--- src/rtl/fetch_ctrl_unit.sv ---
// Instruction-fetch stage controller: owns the PC, the IF/ID register and a
// RUN/HALT/STEP debug state machine that gates the whole pipeline.
module fetch_ctrl_unit #(
  parameter logic [31:0] HALT_WORD = 32'hFFFFFFFF,
  parameter logic [31:0] NOP_WORD  = 32'h00000000
) (
  input  logic        i_clk,
  input  logic        i_rst,
  input  logic        i_stall,
  input  logic        i_flush,
  input  logic [31:0] i_target_pc,
  input  logic [31:0] i_imem_data,
  input  logic        i_dbg_halt,
  input  logic        i_dbg_step,
  input  logic        i_dbg_resume,
  output logic [31:0] o_imem_addr,
  output logic [31:0] o_ifid_instr,
  output logic [31:0] o_ifid_pc4,
  output logic        o_ifid_valid,
  output logic        o_pipe_en,
  output logic        o_halted,
  output logic        o_program_end,
  output logic [31:0] o_cycle_cnt
);

  typedef enum logic [1:0] {
    S_RUN  = 2'd0,
    S_HALT = 2'd1,
    S_STEP = 2'd2
  } state_t;

  state_t      state_q, state_d;
  logic [31:0] pc_q, pc_d;
  logic [31:0] instr_q, instr_d;
  logic [31:0] pc4_q, pc4_d;
  logic        valid_q, valid_d;
  logic        end_q, end_d;
  logic [31:0] cnt_q, cnt_d;
  logic        halted_q;
  logic        pipe_en_q;
  logic [31:0] pc_plus4;

  assign pc_plus4 = pc_q + 32'd4;

  always_comb begin
    state_d = state_q;
    pc_d    = pc_q;
    instr_d = instr_q;
    pc4_d   = pc4_q;
    valid_d = valid_q;
    end_d   = end_q;
    cnt_d   = cnt_q;
    case (state_q)
      S_RUN, S_STEP: begin
        cnt_d = cnt_q + 32'd1;
        // A debug halt lands after this edge; the current cycle still advances.
        if (state_q == S_STEP || i_dbg_halt) begin
          state_d = S_HALT;
        end
        if (!i_stall) begin
          if (i_flush) begin
            pc_d    = i_target_pc & ~32'd3;
            instr_d = NOP_WORD;
            valid_d = 1'b0;
            pc4_d   = 32'd0;
          end else if (i_imem_data == HALT_WORD) begin
            instr_d = NOP_WORD;
            valid_d = 1'b0;
            end_d   = 1'b1;
            state_d = S_HALT;
          end else begin
            pc_d    = pc_plus4;
            instr_d = i_imem_data;
            pc4_d   = pc_plus4;
            valid_d = 1'b1;
          end
        end
      end
      S_HALT: begin
        // Once the program has ended only reset can leave HALT.
        if (!end_q) begin
          if (i_dbg_step) begin
            state_d = S_STEP;
          end else if (i_dbg_resume) begin
            state_d = S_RUN;
          end
        end
      end
      default: state_d = S_HALT;
    endcase
  end

  always_ff @(posedge i_clk or posedge i_rst) begin
    if (i_rst) begin
      state_q   <= S_RUN;
      pc_q      <= 32'd0;
      instr_q   <= NOP_WORD;
      pc4_q     <= 32'd0;
      valid_q   <= 1'b0;
      end_q     <= 1'b0;
      cnt_q     <= 32'd0;
      halted_q  <= 1'b0;
      pipe_en_q <= 1'b1;
    end else begin
      state_q   <= state_d;
      pc_q      <= pc_d;
      instr_q   <= instr_d;
      pc4_q     <= pc4_d;
      valid_q   <= valid_d;
      end_q     <= end_d;
      cnt_q     <= cnt_d;
      halted_q  <= (state_d == S_HALT);
      pipe_en_q <= (state_d != S_HALT);
    end
  end

  assign o_imem_addr   = pc_q;
  assign o_ifid_instr  = instr_q;
  assign o_ifid_pc4    = pc4_q;
  assign o_ifid_valid  = valid_q;
  assign o_pipe_en     = pipe_en_q;
  assign o_halted      = halted_q;
  assign o_program_end = end_q;
  assign o_cycle_cnt   = cnt_q;

endmodule

--- config.mk ---
export PLATFORM = sky130hd
export DESIGN_NAME = fetch_ctrl_unit
export DESIGN_NICKNAME = d
export VERILOG_FILES = /design/src/rtl/fetch_ctrl_unit.sv
export SDC_FILE = /design/constraint.sdc
export NUM_CORES = 1
export LEC_CHECK = 0
export CORE_MARGIN = 5
export CORE_UTILIZATION = 47
export CTS_CLUSTER_SIZE = 30
export DETAILED_ROUTE_END_ITERATION = 10
export HOLD_SLACK_MARGIN = 0.02
export PLACE_DENSITY_LB_ADDON = 0.05
export SETUP_SLACK_MARGIN = 0.15
export SKIP_LAST_GASP = 1
export SLEW_MARGIN = 20
export SYNTH_ARGS = -nofsm -noshare
export SYNTH_HDL_FRONTEND = slang
export SYNTH_SLANG_ARGS = --single-unit
--- constraint.sdc ---
create_clock -name i_clk -period 5.32 [get_ports i_clk]
set_clock_uncertainty 0.1 [all_clocks]
set_input_delay 1.064 -clock i_clk [delete_from_list [all_inputs] [get_ports i_clk]]
set_output_delay 1.064 -clock i_clk [all_outputs]
set_load 0.05 [all_outputs]
==> results_dict.tcl <==
set metrics [dict create \
    fin_crit_sh_pct 64.3 \
    dp_hpwl_mm 14.8 \
    post_drt_wl_per_cell_um 20.1 \
    clk_path_buf_depth 2 \
    arrival_ns 3.65 \
    layout.cells.non_filler 1029 \
    drc 0 \
    cap_viol_max_count 0 \
    cp-start-kind "input pin" \
    chipHeight_um 129 \
    status "completed" \
    fin_tns_setup_ns 0 \
    tightest_slew_ns 1.04 \
    synth_edf_count 0 \
    grt_usage_pct 25.5 \
    ctsHoldBuffers 0 \
    p_clk_share_pct 20.6 \
    final-setup-viol-count 0 \
    crit_type "in -> reg" \
    hold_viol_final 0 \
    net-switching-power_w 0.00270 \
    hold_path.class "reg -> reg" \
    clock_sinks 131 \
    yosys_warnings 0 \
    slew_headroom_pct 31.0 \
    p_leak_nw 3.69 \
    num_vias 6027 \
    endpoint_kind "flip-flop" \
    async_reset_ff_share_pct 100 \
    nFillCells 1108 \
    seq_area_frac_synth_pct 49.6 \
    seqPwrFrac_pct 30.9 \
    grt_pass1_vias 5996 \
    combPwrFrac_pct 48.5 \
    syn2layout_area_growth_pct 40.1 \
    switching_share_pct 46.9 \
    min_period_ns 3.42 \
    dieArea_sq_um 16500 \
    rsz0062_at_grt "false" \
    crit_chain "clkdlybuf4s50_1 > nand4_1 > nor4_2 > buf_4 > a21oi_1 > nand2_1 > o211ai_1" \
    register_area_sq_um 3280 \
    critPathTopFamily "compound AO/OA/AOI/OAI gates" \
    crit_slowest_cell "a21oi_1" \
    finalNetCount 909 \
    syn_area_per_cell_sq_um 10.1 \
    crit_fanout 12 \
    drt_pass1_iterations 6 \
    syn_inst 657 \
    die_x_um 129 \
    cts_root_buffer "clkbuf_16" \
    vias_per_cell 5.86 \
    cp_slowest_stage_delay_ns 0.82 \
    worstSkewPairLatency_ns 0.42 \
    multiInputGateArea_sq_um 3060 \
    coreArea_sq_um 13800 \
    crit_required_ns 5.55 \
    ant_nets 0 \
    antenna_found_initial 0 \
    drt-total-wl_mm 20.7 \
    yosysUniqueCellTypes 59 \
    drt_first_iter_violations 474 \
    ys_ff_latch 131 \
    rows 43 \
    grt_pass1_wl_mm 33.0 \
    path_clk_slew_ns 0.05 \
    power_density_nw_per_um2 622 \
    drive_above_1_share_pct 7.07 \
    gr-total-overflow 0 \
    max_freq_mhz 292 \
    irDropWorstVdd_v 0.000400 \
    htree_levels 4 \
    cts_made_buffers 17 \
    p_int_w 0.00306 \
    initial_core_util_pct 47.8 \
    gp_congestion 0.893 \
    io_buffers 198 \
    dp_slack_ns 1.49 \
    dp.cells 997 \
    grt_max_degree 81 \
    post_cts_resized 0 \
    final_max_slew_viol_count 0 \
    ios 203 \
    cp_num_buf_inv 2 \
    syn_area_sq_um 6610 \
    cts_tree "built" \
    synth-main-ff-cell "dfrtp_1" \
    cts_setup_buffers 0 \
    n_antenna_cell 0 \
    worst_slack_ns 1.90 \
]
cell type report:
class                      instances  share of cell area, %
sequential                       131                   35.4
multi-input combinational        466                   33.1
timing repair buffer             208                   22.2
clock buffer                      23                   4.95
tap                              180                   2.43
clock inverter                     9                   1.41
inverter                          12                  0.541
kinds of logic after synthesis:
kind of cell	share of synthesized area, %
adder cells (fa/ha/maj)	0.379
multiplexers	0.928
AND/OR/NAND/NOR	22.4
buffers and inverters	4.13
flip-flops	49.6
other	0.0567
AO/OA/AOI/OAI	14.8
XOR/XNOR	7.69
cells in the final DEF, fill, tap and decap left out, types with 9 or more instances in the layout:
cell	netlist	routed
nand4_1	34	34
buf_4	4	10
xor2_1	17	17
o31ai_1	17	17
dfrtp_1	130	130
clkbuf_16	0	17
and3_1	13	13
o22ai_1	15	15
nand3_1	33	33
nor3_1	26	26
xnor2_1	41	41
and4_1	14	14
clkdlybuf4s50_1	0	197
a22o_1	35	35
nor2_1	30	29
inv_1	12	11
o21ai_0	9	9
a211oi_1	12	12
a21oi_1	10	10
nand2_1	68	68
cells in the mapped netlist, types with 9 or more instances:
cell type / n / area, sq um
and3_1: 13 / 81.3
dfrtp_1: 130 / 3250
o22ai_1: 15 / 93.8
inv_1: 12 / 45.0
clkbuf_1: 22 / 82.6
nand3_1: 33 / 165
a211oi_1: 12 / 90.1
nor3_1: 26 / 130
a22o_1: 35 / 307
xor2_1: 17 / 149
o31ai_1: 17 / 128
o21ai_0: 9 / 45.0
nor2_1: 30 / 113
and4_1: 14 / 123
a21oi_1: 10 / 50.1
nand2_1: 68 / 255
buf_2: 23 / 115
nand4_1: 34 / 213
xnor2_1: 41 / 359
layer usage:
metal | part of all wire, % | vias to the layer above | track usage (%)
li1 | - | 2785 | -
met1 | 44 | 2979 | 36.4
met2 | 46 | 235 | 38.2
met3 | 8.6 | 28 | 7.02
met4 | 1.7 | 0 | 7.54
met5 | 0 | - | 0
stage by stage:
stage	area [sq um]	hold WS [ns]	power (W)	util [%]
6_report	9260	0.367	0.00576	67.0
5_1_grt	9260	0.392	0.00602	67.0
4_1_cts	9260	0.367	0.00578	66.9
2_1_floorplan	6610	0.310	0.00358	-
3_3_place_gp	8670	0.329	0.00455	62.7
3_5_place_dp	8670	0.339	0.00459	62.7
sequential cells by signal, summed over array words and instances (netlist names):
register	count
o_ifid_pc4	31
state_q	2
o_pipe_en	1
o_halted	1
o_ifid_valid	1
o_program_end	1
o_ifid_instr	32
o_imem_addr	30
o_cycle_cnt	32
power groups by stage:
stage / logic [W] / clock network, W / registers [W]
floorplan: 0.000774 / 0 / 0.00280
global placement: 0.00278 / 0 / 0.00176
detailed placement: 0.00281 / 0 / 0.00178
CTS: 0.00281 / 0.00119 / 0.00177
global route: 0.00294 / 0.00124 / 0.00184
finish: 0.00280 / 0.00118 / 0.00178
path summary, 6_finish.rpt:
kind	start	to	slack [ns]	depth (start not counted)
worst max-delay path	i_imem_data[12]	o_imem_addr[14]	1.90	7
worst min-delay path	state_q[1]	o_pipe_en	0.37	1
worst max register to register	o_imem_addr[2]	o_imem_addr[20]	2.53	6
worst min register to register	state_q[1]	o_pipe_en	0.37	1
max in group asynchronous	i_rst	o_cycle_cnt[25]	3.22	3
min in group asynchronous	i_rst	o_halted	1.06	2
Power figures use the tool's default switching activity.
